File: config.mk
export PLATFORM = sky130hd
export DESIGN_NAME = hsv_hue_calc
export DESIGN_NICKNAME = d
export VERILOG_FILES = /design/src/rtl/hsv_pkg.sv /design/src/rtl/hsv_hue_calc_div.sv /design/src/rtl/hsv_hue_calc.sv
export SDC_FILE = /design/constraint.sdc
export NUM_CORES = 1
export LEC_CHECK = 0
export CAP_MARGIN = 20
export CORE_MARGIN = 3
export CORE_UTILIZATION = 55
export CTS_BUF_LIST = sky130_fd_sc_hd__clkbuf_8
export DETAILED_ROUTE_END_ITERATION = 10
export DONT_BUFFER_PORTS = 1
export PLACE_DENSITY = 0.75
export SLEW_MARGIN = 20
export SYNTH_ARGS = -nofsm -noshare
export SYNTH_HDL_FRONTEND = slang
export SYNTH_SLANG_ARGS = --single-unit
export TNS_END_PERCENT = 10
File: constraint.sdc
create_clock -name i_clk -period 5 [get_ports i_clk]
set_input_delay 1 -clock i_clk [delete_from_list [all_inputs] [get_ports i_clk]]
set_output_delay 1 -clock i_clk [all_outputs]
set_load 0.005 [all_outputs]
File: src/rtl/hsv_pkg.sv
// Shared types and constants for the hue calculator.
package hsv_pkg;

  typedef enum logic [1:0] {
    FUNC_NONE = 2'd0,
    FUNC_RED  = 2'd1,
    FUNC_GRN  = 2'd2,
    FUNC_BLU  = 2'd3
  } func_e;

  typedef enum logic [1:0] {
    IDLE = 2'd0,
    DIV  = 2'd1,
    FIN  = 2'd2
  } state_e;

  localparam int HUE_SCALE   = 60;
  localparam int HUE_OFS_GRN = 120;
  localparam int HUE_OFS_BLU = 240;
  localparam int HUE_WRAP    = 360;

  // mag*60 without a multiplier: (mag<<6) - (mag<<2); 255*64 still fits 14 bits.
  function automatic logic [13:0] times_scale(input logic [7:0] mag);
    logic [13:0] w_ext;
    w_ext = {6'b0, mag};
    return (w_ext << 6) - (w_ext << 2);
  endfunction

endpackage

File: src/rtl/hsv_hue_calc_div.sv
// Unsigned iterative restoring divider, one quotient bit per clock.
// A zero divisor still runs the full step count; the result is just meaningless.
module seq_restoring_div #(
  parameter int N_W = 14,
  parameter int D_W = 8
) (
  input  logic           i_clk,
  input  logic           i_rstn,
  input  logic           i_start,
  input  logic [N_W-1:0] i_num,
  input  logic [D_W-1:0] i_den,
  output logic           o_done,
  output logic [N_W-1:0] o_quo
);

  localparam int CNT_W = $clog2(N_W);

  logic [CNT_W-1:0] r_cnt;
  logic             r_busy;
  logic [N_W-1:0]   r_num;
  logic [D_W-1:0]   r_den;
  logic [D_W-1:0]   r_rem;
  logic [N_W-1:0]   r_quo;

  logic [D_W:0]     w_trial;
  logic [D_W:0]     w_diff;
  logic             w_ge;

  // Trial subtraction of the divisor from the shifted partial remainder.
  always_comb begin
    w_trial = {r_rem, r_num[N_W-1]};
    w_ge    = (w_trial >= {1'b0, r_den});
    w_diff  = w_trial - {1'b0, r_den};
  end

  // Load on start, then one restoring step per cycle until the counter hits zero.
  always_ff @(posedge i_clk or negedge i_rstn) begin
    if (!i_rstn) begin
      r_cnt  <= '0;
      r_busy <= 1'b0;
      r_num  <= '0;
      r_den  <= '0;
      r_rem  <= '0;
      r_quo  <= '0;
    end else if (i_start) begin
      r_cnt  <= CNT_W'(N_W - 1);
      r_busy <= 1'b1;
      r_num  <= i_num;
      r_den  <= i_den;
      r_rem  <= '0;
      r_quo  <= '0;
    end else if (r_busy) begin
      r_num <= {r_num[N_W-2:0], 1'b0};
      r_rem <= w_ge ? w_diff[D_W-1:0] : w_trial[D_W-1:0];
      r_quo <= {r_quo[N_W-2:0], w_ge};
      r_cnt <= r_cnt - 1'b1;
      if (r_cnt == '0) r_busy <= 1'b0;
    end
  end

  // Done flags the edge on which the last step is taken.
  assign o_done = r_busy && (r_cnt == '0);
  assign o_quo  = r_quo;

endmodule

File: src/rtl/hsv_hue_calc.sv
// Hue calculator: |dividend|*60 / divisor, then sign, sector offset and wrap.
module hsv_hue_calc
  import hsv_pkg::*;
#(
  parameter int IN_W      = 9,
  parameter int HUE_W     = 9,
  parameter int DIV_STEPS = 14
) (
  input  logic             i_clk,
  input  logic             i_rstn,
  input  logic [IN_W-1:0]  i_dividend,
  input  logic             i_dividend_valid,
  input  logic [IN_W-1:0]  i_divisor,
  input  logic             i_divisor_valid,
  input  logic [1:0]       i_function,
  output logic             o_ready,
  output logic [HUE_W-1:0] o_hue,
  output logic             o_valid,
  output logic             o_err,
  output logic             o_drop
);

  state_e              r_state;
  state_e              w_state_nxt;

  logic [DIV_STEPS-1:0] r_num;
  logic                 r_sign;
  logic [7:0]           r_den;
  func_e                r_func;
  logic                 r_start;
  logic [HUE_W-1:0]     r_hue;
  logic                 r_valid;
  logic                 r_err;
  logic                 r_drop;

  logic                 w_both_valid;
  logic                 w_accept;
  logic                 w_fin;
  logic [IN_W-1:0]      w_neg;
  logic [7:0]           w_mag;
  logic                 w_done;
  logic [DIV_STEPS-1:0] w_quo;
  logic [HUE_W-1:0]     w_q;
  logic [HUE_W-1:0]     w_hue;
  logic                 w_err;
  logic                 w_unused_div_msb;

  // Divisor is max-min of 8-bit channels; its top bit carries no information.
  assign w_unused_div_msb = i_divisor[IN_W-1];

  assign w_both_valid = i_dividend_valid & i_divisor_valid;
  assign w_accept     = w_both_valid & o_ready;
  assign w_neg        = -i_dividend;
  assign w_mag        = i_dividend[IN_W-1] ? w_neg[7:0] : i_dividend[7:0];

  // State register.
  always_ff @(posedge i_clk or negedge i_rstn) begin
    if (!i_rstn) r_state <= IDLE;
    else         r_state <= w_state_nxt;
  end

  // Next-state logic.
  always_comb begin
    w_state_nxt = r_state;
    case (r_state)
      IDLE:    if (w_accept) w_state_nxt = DIV;
      DIV:     if (w_done)   w_state_nxt = FIN;
      FIN:     w_state_nxt = IDLE;
      default: w_state_nxt = IDLE;
    endcase
  end

  // State-decoded outputs.
  always_comb begin
    o_ready = 1'b0;
    w_fin   = 1'b0;
    case (r_state)
      IDLE:    o_ready = 1'b1;
      FIN:     w_fin   = 1'b1;
      default: ;
    endcase
  end

  seq_restoring_div #(
    .N_W (DIV_STEPS),
    .D_W (8)
  ) u_div (
    .i_clk   (i_clk),
    .i_rstn  (i_rstn),
    .i_start (r_start),
    .i_num   (r_num),
    .i_den   (r_den),
    .o_done  (w_done),
    .o_quo   (w_quo)
  );

  // Quotient is bounded by 60 because |dividend| <= divisor; clamp defends against bad input pairs.
  always_comb begin
    w_q = (w_quo > DIV_STEPS'(HUE_SCALE)) ? HUE_W'(HUE_SCALE) : HUE_W'(w_quo);
  end

  // Apply sign, sector offset and wrap at 360.
  always_comb begin
    w_hue = '0;
    w_err = 1'b0;
    if (r_func != FUNC_NONE) begin
      if (r_den == 8'd0) begin
        w_err = 1'b1;
      end else begin
        case (r_func)
          FUNC_RED: w_hue = (r_sign && (w_q != '0)) ? HUE_W'(HUE_WRAP) - w_q : w_q;
          FUNC_GRN: w_hue = r_sign ? HUE_W'(HUE_OFS_GRN) - w_q : HUE_W'(HUE_OFS_GRN) + w_q;
          FUNC_BLU: w_hue = r_sign ? HUE_W'(HUE_OFS_BLU) - w_q : HUE_W'(HUE_OFS_BLU) + w_q;
          default:  w_hue = '0;
        endcase
      end
    end
  end

  // Operand capture on accept, drop flag, and result registers loaded in FIN.
  always_ff @(posedge i_clk or negedge i_rstn) begin
    if (!i_rstn) begin
      r_num   <= '0;
      r_sign  <= 1'b0;
      r_den   <= '0;
      r_func  <= FUNC_NONE;
      r_start <= 1'b0;
      r_hue   <= '0;
      r_valid <= 1'b0;
      r_err   <= 1'b0;
      r_drop  <= 1'b0;
    end else begin
      r_start <= w_accept;
      r_drop  <= w_both_valid & ~o_ready;
      r_valid <= w_fin;
      if (w_accept) begin
        r_num  <= times_scale(w_mag);
        r_sign <= i_dividend[IN_W-1];
        r_den  <= i_divisor[7:0];
        r_func <= func_e'(i_function);
      end
      if (w_fin) begin
        r_hue <= w_hue;
        r_err <= w_err;
      end
    end
  end

  assign o_hue   = r_hue;
  assign o_valid = r_valid;
  assign o_err   = r_err;
  assign o_drop  = r_drop;

endmodule

==> results of run 1 <==
[logic make-up after synthesis]
logic type | synth area share, %
AOI/OAI and AO/OA | 18.1
xor gates and xnor gates | 4.38
adders and majority gates | 4.58
buffers and inverters | 4.91
DFF | 42.8
muxes | 6.93
and+or+nand+nor | 18.3
[final cells by class]
cell class                      count  share of cell area [%]
Sequential cell                    85                    41.1
Timing Repair Buffer                2                   0.290
Clock inverter                      6                    1.23
Tap cell                          108                    2.61
Inverter                           28                    2.03
Multi-Input combinational cell    396                    50.1
Clock buffer                       10                    2.65
[cells in the mapped netlist, types with 5 or more instances]
library cell   n  area share [%]
mux2i_1       28             5.6
o21ai_1       14             1.4
inv_1         27             2.0
xor2_1         7             1.2
clkbuf_1      21             1.6
nand2_1       84             6.3
a211oi_1       5            0.76
a21oi_1       14             1.4
dfrtp_1       85              43
nand2b_1      17             2.1
o211ai_1       6            0.91
nor2_1        48             3.6
o21ai_0       41             4.1
ha_1          15             3.8
xnor2_1       16             2.8
[layer usage]
layer	up-vias	share of wire [%]	GRT usage [%]
met1	1747	46	26.4
met3	12	4.6	3.94
li1	1836	-	-
met4	0	1.3	5.52
met5	-	0	0
met2	80	48	31.7
[worst paths after layout]
check                                  to  depth (start not counted)      startpoint
max                             r_num[13]                         12   i_dividend[1]
min                        u_div.r_rem[6]                          0          i_rstn
max reg2reg                      o_hue[4]                         10  u_div.o_quo[7]
min reg2reg                      r_num[6]                          2        r_num[6]
max in group asynchronous    u_div.r_busy                          0          i_rstn
min in group i_clk               r_num[6]                          2        r_num[6]
[power by group through the flow]
stage / clock network, mW / logic [mW] / registers, mW
2_1_floorplan: 0 / 0.0733 / 0.701
3_3_place_gp: 0 / 0.0762 / 0.701
3_5_place_dp: 0 / 0.0788 / 0.701
4_1_cts: 0.508 / 0.0790 / 0.687
5_1_grt: 0.537 / 0.0884 / 0.688
6_report: 0.496 / 0.0784 / 0.687
[state kept, by name (all words and copies together) (netlist names)]
| register | flops |
|---|---|
| u_div.r_num | 12 |
| u_div.o_quo | 14 |
| u_div.r_cnt | 4 |
| r_state | 2 |
| r_den | 8 |
| u_div.r_den | 8 |
| o_hue | 9 |
| o_drop | 1 |
| o_err | 1 |
| u_div.r_busy | 1 |
| u_div.r_rem | 8 |
| r_func | 2 |
| r_sign | 1 |
| r_num | 12 |
| o_valid | 1 |
| r_start | 1 |
[stage by stage]
step	total power [mW]	setup slack, ns	std cells	utilization (%)
after global placement	0.777	1.55	619	56.9
after floorplan	0.775	1.62	540	-
after detailed placement	0.780	1.50	619	56.9
after global routing	1.31	1.66	635	59.2
after CTS	1.27	1.88	635	59.2
final	1.26	1.89	635	59.2
==> results.txt, run 1 <==
----------------------------------------------------
[Setup path]
  Stage delay of the slowest cell on the critical path ... 0.34 ns
  Crit end category ... flop
  Total buffers and inverters traversed by the critical path ... 1
  Critical path's slowest cell ... a311oi_4
  Cells traversed along the worst timing path ... inv_1, ha_1, nand2b_1, o41ai_2, xor2_2, ha_1, o21a_1, o21a_1, a311oi_4, o2111ai_2, xnor2_1, o21ai_1
  Data arrival, critical path ... 3.35 ns
  Crit path max fanout ... 6
  Critical path class ... in2reg
  Dominant delay contributor by cell family on the critical path ... compound AO/OA/AOI/OAI gates
  Nature of the critical path startpoint ... primary input
  Required time of the worst setup path ... 5.24 ns
  Worst setup slack for register-to-register paths ... 2.19 ns

[STA]
  Relative slew slack ... 54.7%
  Worst-margin pin slew ... 0.673 ns
  Worst hold slack after final layout ... 0.332 ns
  Setup TNS after final layout ... 0 ns
  Count of endpoints failing setup in the final report ... 0
  Maximum clock frequency ... 321 MHz
  Worst Skew ... 0.00848 ns
  Post-route clock period utilization ... 62.2%
  Number of failing hold endpoints at the final stage ... 0
  Number of max-slew violations in the final report ... 0
  Post-route minimum period ... 3.11 ns
  Setup repair after global routing missed its margin ... false

[Placed design]
  DP Area ... 0.00498 mm2
  Routability-driven placement congestion ratio ... 0.881
  Half-perimeter wire length of the detailed placement result ... 6480 um
  IO buf count ... 0

[Clock network]
  Maximum root-to-sink buffer count ... 2
  Reg clk slew, reported paths ... 0.09 ns
  Clock Tree Root ... clkbuf_8
  Clock tree from TritonCTS ... done
  Number of sinks handled by clock tree synthesis ... 85
  Latest clock arrival within the worst-skew pair ... 0.35 ns
  Number of instances resized during post-cts repair ... 0
  Num CTS Buffers ... 9
  H-tree levels ... 3
  Total setup buffers inserted after CTS ... 0
  Hold Buf Count CTS ... 0

[Synth]
  Synth warn ... 0
  Top flip-flop cell by instance count after synthesis ... dfrtp_1
  Post-synthesis sequential area ratio ... 42.8%
  Synthesized area divided by synthesized cell count ... 9.20 um2
  Syn Nets ... 580
  Synthesized instance count ... 540
  Proportion of synthesized flip-flops having asynchronous set or reset ... 100%
  Unique cell type count in the Yosys netlist ... 79
  Register bit count reported by yosys ... 85
  Number of flops mapped to enable cells by yosys ... 0
  Cell area after technology mapping ... 0.00497 mm2

[Finish]
  Layout area overhead ... 4.38%
  Register cell area after layout ... 0.00213 mm2
  Commonest non-fill, non-tap cell in the layout ... nand2_1
  Final antenna diode count ... 0
  Share of layout cells above drive strength 1 ... 8.35%
  Multi-input gate area in the final layout ... 0.00260 mm2
  Most used cells in the layout excluding fill and tap cells ... nand2_1, dfrtp_1, nor2_1
  Net count of the finished layout ... 562
  Design Area, Final ... 0.00519 mm2
  FILL cells ... 763

[GRT]
  Initial antenna violation count ... 0
  Global-route wire length before repair ... 16200 um
  Total grt overflow ... 0
  Via count of the first global-routing pass ... 3442
  GRT Resource Usage Total ... 19.5%
  Maximum number of pins on one net before global-route repair ... 86

[Routing]
  Number of DRC markers after the initial detailed-route iteration ... 179
  Number of detailed-route iterations in the first pass ... 4
  Detailed-route vias per instance ... 5.79
  Routed length per instance ... 14.8 um
  Remaining number of nets flagged by the antenna check after routing ... 0
  Remaining routing DRC violations ... 0
  Vias ... 3675
  Total wire length after detailed routing ... 9380 um

[Worst hold path]
  Worst hold path type ... in2async

[Floorplan]
  Die width ... 101 um
  Site Rows ... 34
  Total die area ... 0.0102 mm2
  Initial standard-cell utilization of the core ... 56.7%
  Die outline height ... 101 um
  Io pins ... 37
  Core region area ... 0.00876 mm2

[Power and ir drop]
  Switching Power ... 0.295 mW
  Seq pwr share ... 54.5%
  Power per cell area ... 243 mW/mm2
  Switching power share of the total ... 23.4%
  Standby leakage power ... 2.29 nW
  VDD IR-drop max ... 0.000141 V
  Clock share of power ... 39.3%
  Combinational Power Share ... 6.2%
  Internal Pwr Total ... 0.967 mW

[Run status]
  Outcome ... complete, no violations

[Run]
  MaxCap Viol Count ... 0

----------------------------------------------------
No activity file was read; power rests on OpenSTA's default activity.
==> inputs of run 2 (changes only) <==
==> constraint.sdc (replaced) <==
create_clock -name i_clk -period 3 [get_ports i_clk]
set_input_delay 0.6 -clock i_clk [delete_from_list [all_inputs] [get_ports i_clk]]
set_output_delay 0.6 -clock i_clk [all_outputs]
set_load 0.005 [all_outputs]
==> run 2 against run 1 <==
Effect of this change:
- power increased by 73%
- largest power group unchanged
- flip-flop and latch count unchanged
- wire length increased by 3.5%
==> results.txt, run 2 (same netlist as run 1, synthesis figures left out) <==
----------------------------------------------------
[Run status]
  Outcome ... complete, no violations

[Setup path]
  Nature of the critical path startpoint ... flop
  Cells traversed along the worst timing path ... or4_4, a211oi_4, nand2_1, ha_1, nand2b_1, maj3_1, nand2_1, a311o_1, o311ai_0, o21ai_1
  Dominant delay contributor by cell family on the critical path ... simple AND/OR/NAND/NOR gates
  Total stage count of the critical path ... 10
  Data arrival, critical path ... 2.93 ns
  Most used cell, CP ... nand2_1
  Crit path max fanout ... 6
  Total buffers and inverters traversed by the critical path ... 0
  Crit end category ... flop
  Stage delay of the slowest cell on the critical path ... 0.58 ns
  Depth of the worst register-to-register path ... 10
  Required time of the worst setup path ... 3.22 ns
  Worst setup slack for register-to-register paths ... 0.30 ns
  Critical path class ... reg2reg
  Critical path's slowest cell ... or4_4

[Clock network]
  Clock tree from TritonCTS ... done
  Number of sinks handled by clock tree synthesis ... 85
  Num CTS Buffers ... 9
  H-tree levels ... 3
  Latest clock arrival within the worst-skew pair ... 0.36 ns
  Maximum root-to-sink buffer count ... 2
  Reg clk slew, reported paths ... 0.09 ns
  Clock Tree Root ... clkbuf_8
  Total setup buffers inserted after CTS ... 0

[Power and ir drop]
  Internal Pwr Total ... 1.68 mW
  VDD IR-drop max ... 0.000188 V
  Power per cell area ... 413 mW/mm2
  Clock share of power ... 40.2%
  Combinational Power Share ... 7.4%
  Switching Power ... 0.505 mW
  Seq pwr share ... 52.4%
  Standby leakage power ... 2.36 nW
  Switching power share of the total ... 23.1%

[GRT]
  Via count of the first global-routing pass ... 3628
  Total grt overflow ... 0
  Initial antenna violation count ... 0
  GRT Resource Usage Total ... 20.2%
  Global-route wire length before repair ... 16700 um
  Maximum number of pins on one net before global-route repair ... 86

[Floorplan]
  Core region area ... 0.00876 mm2
  Io pins ... 37
  Initial standard-cell utilization of the core ... 56.7%
  Site Rows ... 34
  Die outline height ... 101 um
  Total die area ... 0.0102 mm2
  Die width ... 101 um

[Routing]
  Remaining number of nets flagged by the antenna check after routing ... 0
  Number of DRC markers after the initial detailed-route iteration ... 170
  Total wire length after detailed routing ... 9710 um
  Routed length per instance ... 15.1 um
  Remaining routing DRC violations ... 0
  Number of detailed-route iterations in the first pass ... 4
  Vias ... 3736
  Detailed-route vias per instance ... 5.80

[Placed design]
  Placement-stage worst setup slack ... 0.0778 ns
  Routability-driven placement congestion ratio ... 0.925
  DP Area ... 0.00504 mm2
  Half-perimeter wire length of the detailed placement result ... 6590 um
  Cell Count Post-Placement ... 627
  IO buf count ... 0

[STA]
  Number of failing hold endpoints at the final stage ... 0
  Worst-margin pin slew ... 1.03 ns
  Worst hold slack after final layout ... 0.139 ns
  Setup TNS after final layout ... 0 ns
  Worst Skew ... 0.00958 ns
  Relative slew slack ... 31.0%
  Setup WS post-layout ... 0.297 ns
  Maximum clock frequency ... 370 MHz
  Number of max-slew violations in the final report ... 0
  Post-route clock period utilization ... 90.1%
  Setup repair after global routing missed its margin ... false
  Count of endpoints failing setup in the final report ... 0
  Post-route minimum period ... 2.70 ns

[Finish]
  Final antenna diode count ... 0
  Commonest non-fill, non-tap cell in the layout ... nand2_1
  Layout area overhead ... 6.37%
  Post-layout instance count excluding filler cells ... 644
  Number of flip-flops in the largest register ... 14
  Design Area, Final ... 0.00529 mm2
  Most used cells in the layout excluding fill and tap cells ... nand2_1, dfrtp_1, nor2_1
  FILL cells ... 744
  Net count of the finished layout ... 571
  Share of layout cells above drive strength 1 ... 9.89%

[Worst hold path]
  Worst hold path type ... in2async

[Run]
  MaxCap Viol Count ... 0

----------------------------------------------------
run 2: cell types whose count changed in the layout (fill, tap and decap cells not counted), sizes merged:
cell / before / now
clkbuf: 10 / 9
bufinv: 1 / 2
clkinv: 0 / 4
buf: 2 / 11
clkinvlp: 4 / 0
run 2: metal layers:
| metal | up-vias | global-route usage (%) | part of all wire, % |
|---|---|---|---|
| met3 | 22 | 3.39 | 4.2 |
| met1 | 1766 | 26.7 | 46 |
| met4 | 0 | 8.59 | 2.3 |
| met2 | 96 | 32.9 | 48 |
| met5 | - | 0 | 0 |
| li1 | 1852 | - | - |
run 2: final timing paths:
kind,end,start
setup / recovery,o_hue[4],u_div.o_quo[7]
hold / removal,u_div.r_rem[6],i_rstn
setup reg to reg,o_hue[4],u_div.o_quo[7]
hold reg to reg,u_div.r_num[8],r_num[8]
max in group asynchronous,u_div.r_busy,i_rstn
min in group i_clk,o_drop,i_divisor_valid
run 2: power groups by stage:
| stage | Clock, mW | Sequential, mW | Combinational (mW) |
|---|---|---|---|
| final | 0.878 | 1.15 | 0.161 |
| after CTS | 0.898 | 1.15 | 0.164 |
| after global placement | 0 | 1.17 | 0.132 |
| after global routing | 0.943 | 1.15 | 0.182 |
| after detailed placement | 0 | 1.17 | 0.137 |
| after floorplan | 0 | 1.17 | 0.122 |
run 2: area by class of cell:
cell class	instances	area [um2]	share of cell area, %
clock buffers	9	124	2.34
clock inverters	7	91.3	1.73
multi-input cells	396	2600	49.1
inverters	28	105	1.99
flip-flops and latches	85	2130	40.3
well taps	108	135	2.56
repair buffers	11	103	1.94
run 2: metrics by stage:
stage	utilization [%]	power (mW)
3_5_place_dp	57.5	1.31
5_1_grt	60.3	2.27
3_3_place_gp	57.5	1.30
2_1_floorplan	-	1.29
6_report	60.3	2.18
4_1_cts	60.3	2.21
run 2: what timing repair did:
item | CTS | global route
hold endpoints to repair | 85 | 0
hold buffers | 1 | 0
gates resized for setup | 0 | 0
==> inputs of run 3 (changes only) <==
--- a/config.mk
+++ b/config.mk
@@ -11,7 +11,7 @@
 export CTS_BUF_LIST = sky130_fd_sc_hd__clkbuf_8
 export DETAILED_ROUTE_END_ITERATION = 10
 export DONT_BUFFER_PORTS = 1
-export PLACE_DENSITY = 0.75
+export PLACE_DENSITY = 0.76
 export SLEW_MARGIN = 20
 export SYNTH_ARGS = -nofsm -noshare
 export SYNTH_HDL_FRONTEND = slang
==> run 3 against run 2 <==
Effect of this change:
- worst hold slack lost 0.0080 ns
- cell count shrank 0.31%
- combinational power is essentially flat
- critical path type unchanged
- flip-flop and latch count is the same
- critical path depth is the same
- utilization is essentially flat
- global-route usage shrank 0.45 points
- sequential power is essentially flat
- non-clock buffer count shrank 2
- sequential share of layout area is essentially flat
- clock-buffer cell count grew 1
- final area is essentially flat
==> results.txt, run 3 (same netlist as run 1, synthesis figures left out) <==
----------------------------------------------------
[Run status]
  Outcome ... complete, no violations

[Setup path]
  End of the worst register-to-register path ... o_hue[4]
  Most used cell, CP ... nand2_1
  Total buffers and inverters traversed by the critical path ... 0
  Required time of the worst setup path ... 3.22 ns
  Nature of the critical path startpoint ... flop
  Crit path max fanout ... 6
  Critical path's slowest cell ... or4_4
  Depth of the worst register-to-register path ... 10
  Dominant delay contributor by cell family on the critical path ... simple AND/OR/NAND/NOR gates
  Crit end category ... flop
  Beginning of the worst register-to-register path ... u_div.o_quo[7]
  Worst setup slack for register-to-register paths ... 0.20 ns
  Cells traversed along the worst timing path ... or4_4, a211oi_4, nand2_1, ha_1, nand2b_1, maj3_1, nand2_1, a311o_1, o311ai_0, o21ai_1
  Stage delay of the slowest cell on the critical path ... 0.59 ns
  Data arrival, critical path ... 3.02 ns
  Critical path class ... reg2reg

[STA]
  Worst-margin pin slew ... 1.04 ns
  Setup TNS after final layout ... 0 ns
  Maximum clock frequency ... 358 MHz
  Post-route minimum period ... 2.80 ns
  Worst hold slack after final layout ... 0.131 ns
  Number of failing hold endpoints at the final stage ... 0
  Number of max-slew violations in the final report ... 0
  Post-route clock period utilization ... 93.2%
  Count of endpoints failing setup in the final report ... 0
  Relative slew slack ... 30.8%
  Setup repair after global routing missed its margin ... false
  Worst Skew ... 0.00741 ns

[Run]
  MaxCap Viol Count ... 0

[Routing]
  Remaining number of nets flagged by the antenna check after routing ... 0
  Detailed-route vias per instance ... 5.80
  Routed length per instance ... 15.0 um
  Total wire length after detailed routing ... 9610 um
  Vias ... 3726
  Number of DRC markers after the initial detailed-route iteration ... 139
  Number of detailed-route iterations in the first pass ... 4
  Remaining routing DRC violations ... 0

[Placed design]
  IO buf count ... 0
  Half-perimeter wire length of the detailed placement result ... 6700 um
  Routability-driven placement congestion ratio ... 0.913

[Finish]
  Final antenna diode count ... 0
  Net count of the finished layout ... 569
  Share of layout cells above drive strength 1 ... 9.74%
  Most used cells in the layout excluding fill and tap cells ... nand2_1, dfrtp_1, nor2_1
  Commonest non-fill, non-tap cell in the layout ... nand2_1
  Number of flip-flops in the largest register ... 14
  Layout area overhead ... 6.30%
  Utilization after layout ... 60.3%

[Worst hold path]
  Worst hold path type ... in2async

[Clock network]
  Clock tree from TritonCTS ... done
  H-tree levels ... 3
  Maximum root-to-sink buffer count ... 2
  Clock Tree Root ... clkbuf_8
  Num CTS Buffers ... 9
  Reg clk slew, reported paths ... 0.09 ns
  Number of sinks handled by clock tree synthesis ... 85
  Latest clock arrival within the worst-skew pair ... 0.36 ns

[GRT]
  Initial antenna violation count ... 0
  GRT Resource Usage Total ... 19.8%
  Global-route wire length before repair ... 16400 um
  Total grt overflow ... 0
  Maximum number of pins on one net before global-route repair ... 86
  Via count of the first global-routing pass ... 3617

[Power and ir drop]
  VDD IR-drop max ... 0.000257 V
  Standby leakage power ... 2.36 nW
  Total power ... 2.21 mW
  Power per cell area ... 418 mW/mm2

[Floorplan]
  Die outline height ... 101 um
  Site Rows ... 34
  Io pins ... 37
  Total die area ... 0.0102 mm2
  Initial standard-cell utilization of the core ... 56.7%
  Die width ... 101 um
  Core region area ... 0.00876 mm2

----------------------------------------------------
## run 3: worst reg2reg max path: cells and delay by family, from the launching register on
| kind | cells | cell delay, ns |
|---|---|---|
| and+or+nand+nor | 4 | 0.95 |
| adders and majority gates | 2 | 0.42 |
| DFF | 1 | 0.41 |
| AOI/OAI and AO/OA | 4 | 0.86 |
## run 3: worst max path at each step
| stage | startpoint | end | slack [ns] | depth (start not counted) |
|---|---|---|---|---|
| floorplan | i_dividend[0] | r_num[13] | 0.02 | 13 |
| global placement | i_dividend[0] | r_num[13] | 0.15 | 12 |
| detailed placement | i_dividend[1] | r_num[13] | 0.03 | 11 |
| CTS | u_div.o_quo[7] | o_hue[4] | 0.16 | 10 |
| global route | u_div.o_quo[7] | o_hue[4] | 0.04 | 10 |
| finish | u_div.o_quo[7] | o_hue[4] | 0.20 | 10 |
## run 3: area by class of cell
| cell class | instances | area [um2] |
|---|---|---|
| Fill cell | 766 | 3480 |
| Multi-Input combinational cell | 396 | 2600 |
| Sequential cell | 85 | 2130 |
| Clock buffer | 10 | 138 |
| Tap cell | 108 | 135 |
| Inverter | 28 | 105 |
| Timing Repair Buffer | 9 | 87.6 |
| Clock inverter | 6 | 83.8 |
## run 3: metrics by stage
stage / instances / cell area [um2] / worst slack, ns
floorplan: 540 / 4970 / 0.0199
global placement: 625 / 5030 / 0.155
detailed placement: 625 / 5030 / 0.0320
CTS: 642 / 5280 / 0.160
global route: 642 / 5280 / 0.0412
finish: 642 / 5280 / 0.205
## run 3: power breakdown
| part | switching, mW | total, mW | internal (mW) |
|---|---|---|---|
| registers | 0.000384 | 1.15 | 1.15 |
| logic | 0.0916 | 0.161 | 0.0691 |
| clock network | 0.410 | 0.900 | 0.490 |
## run 3: timing repair
| action | CTS | global route |
|---|---|---|
| endpoints found under the setup margin | 0 | 2 |
| gates resized for setup | 0 | 1 |
| setup buffers | 0 | 0 |
| hold buffers | 1 | 0 |
| endpoints found under the hold margin | 85 | 0 |
## run 3: routing by layer
| metal | up-vias | GRT usage, % | part of all wire (%) |
|---|---|---|---|
| li1 | 1855 | - | - |
| met1 | 1763 | 27.5 | 47 |
| met2 | 87 | 30.4 | 46 |
| met3 | 21 | 4.15 | 4.9 |
| met4 | 0 | 7.57 | 2.2 |
| met5 | - | 0 | 0 |
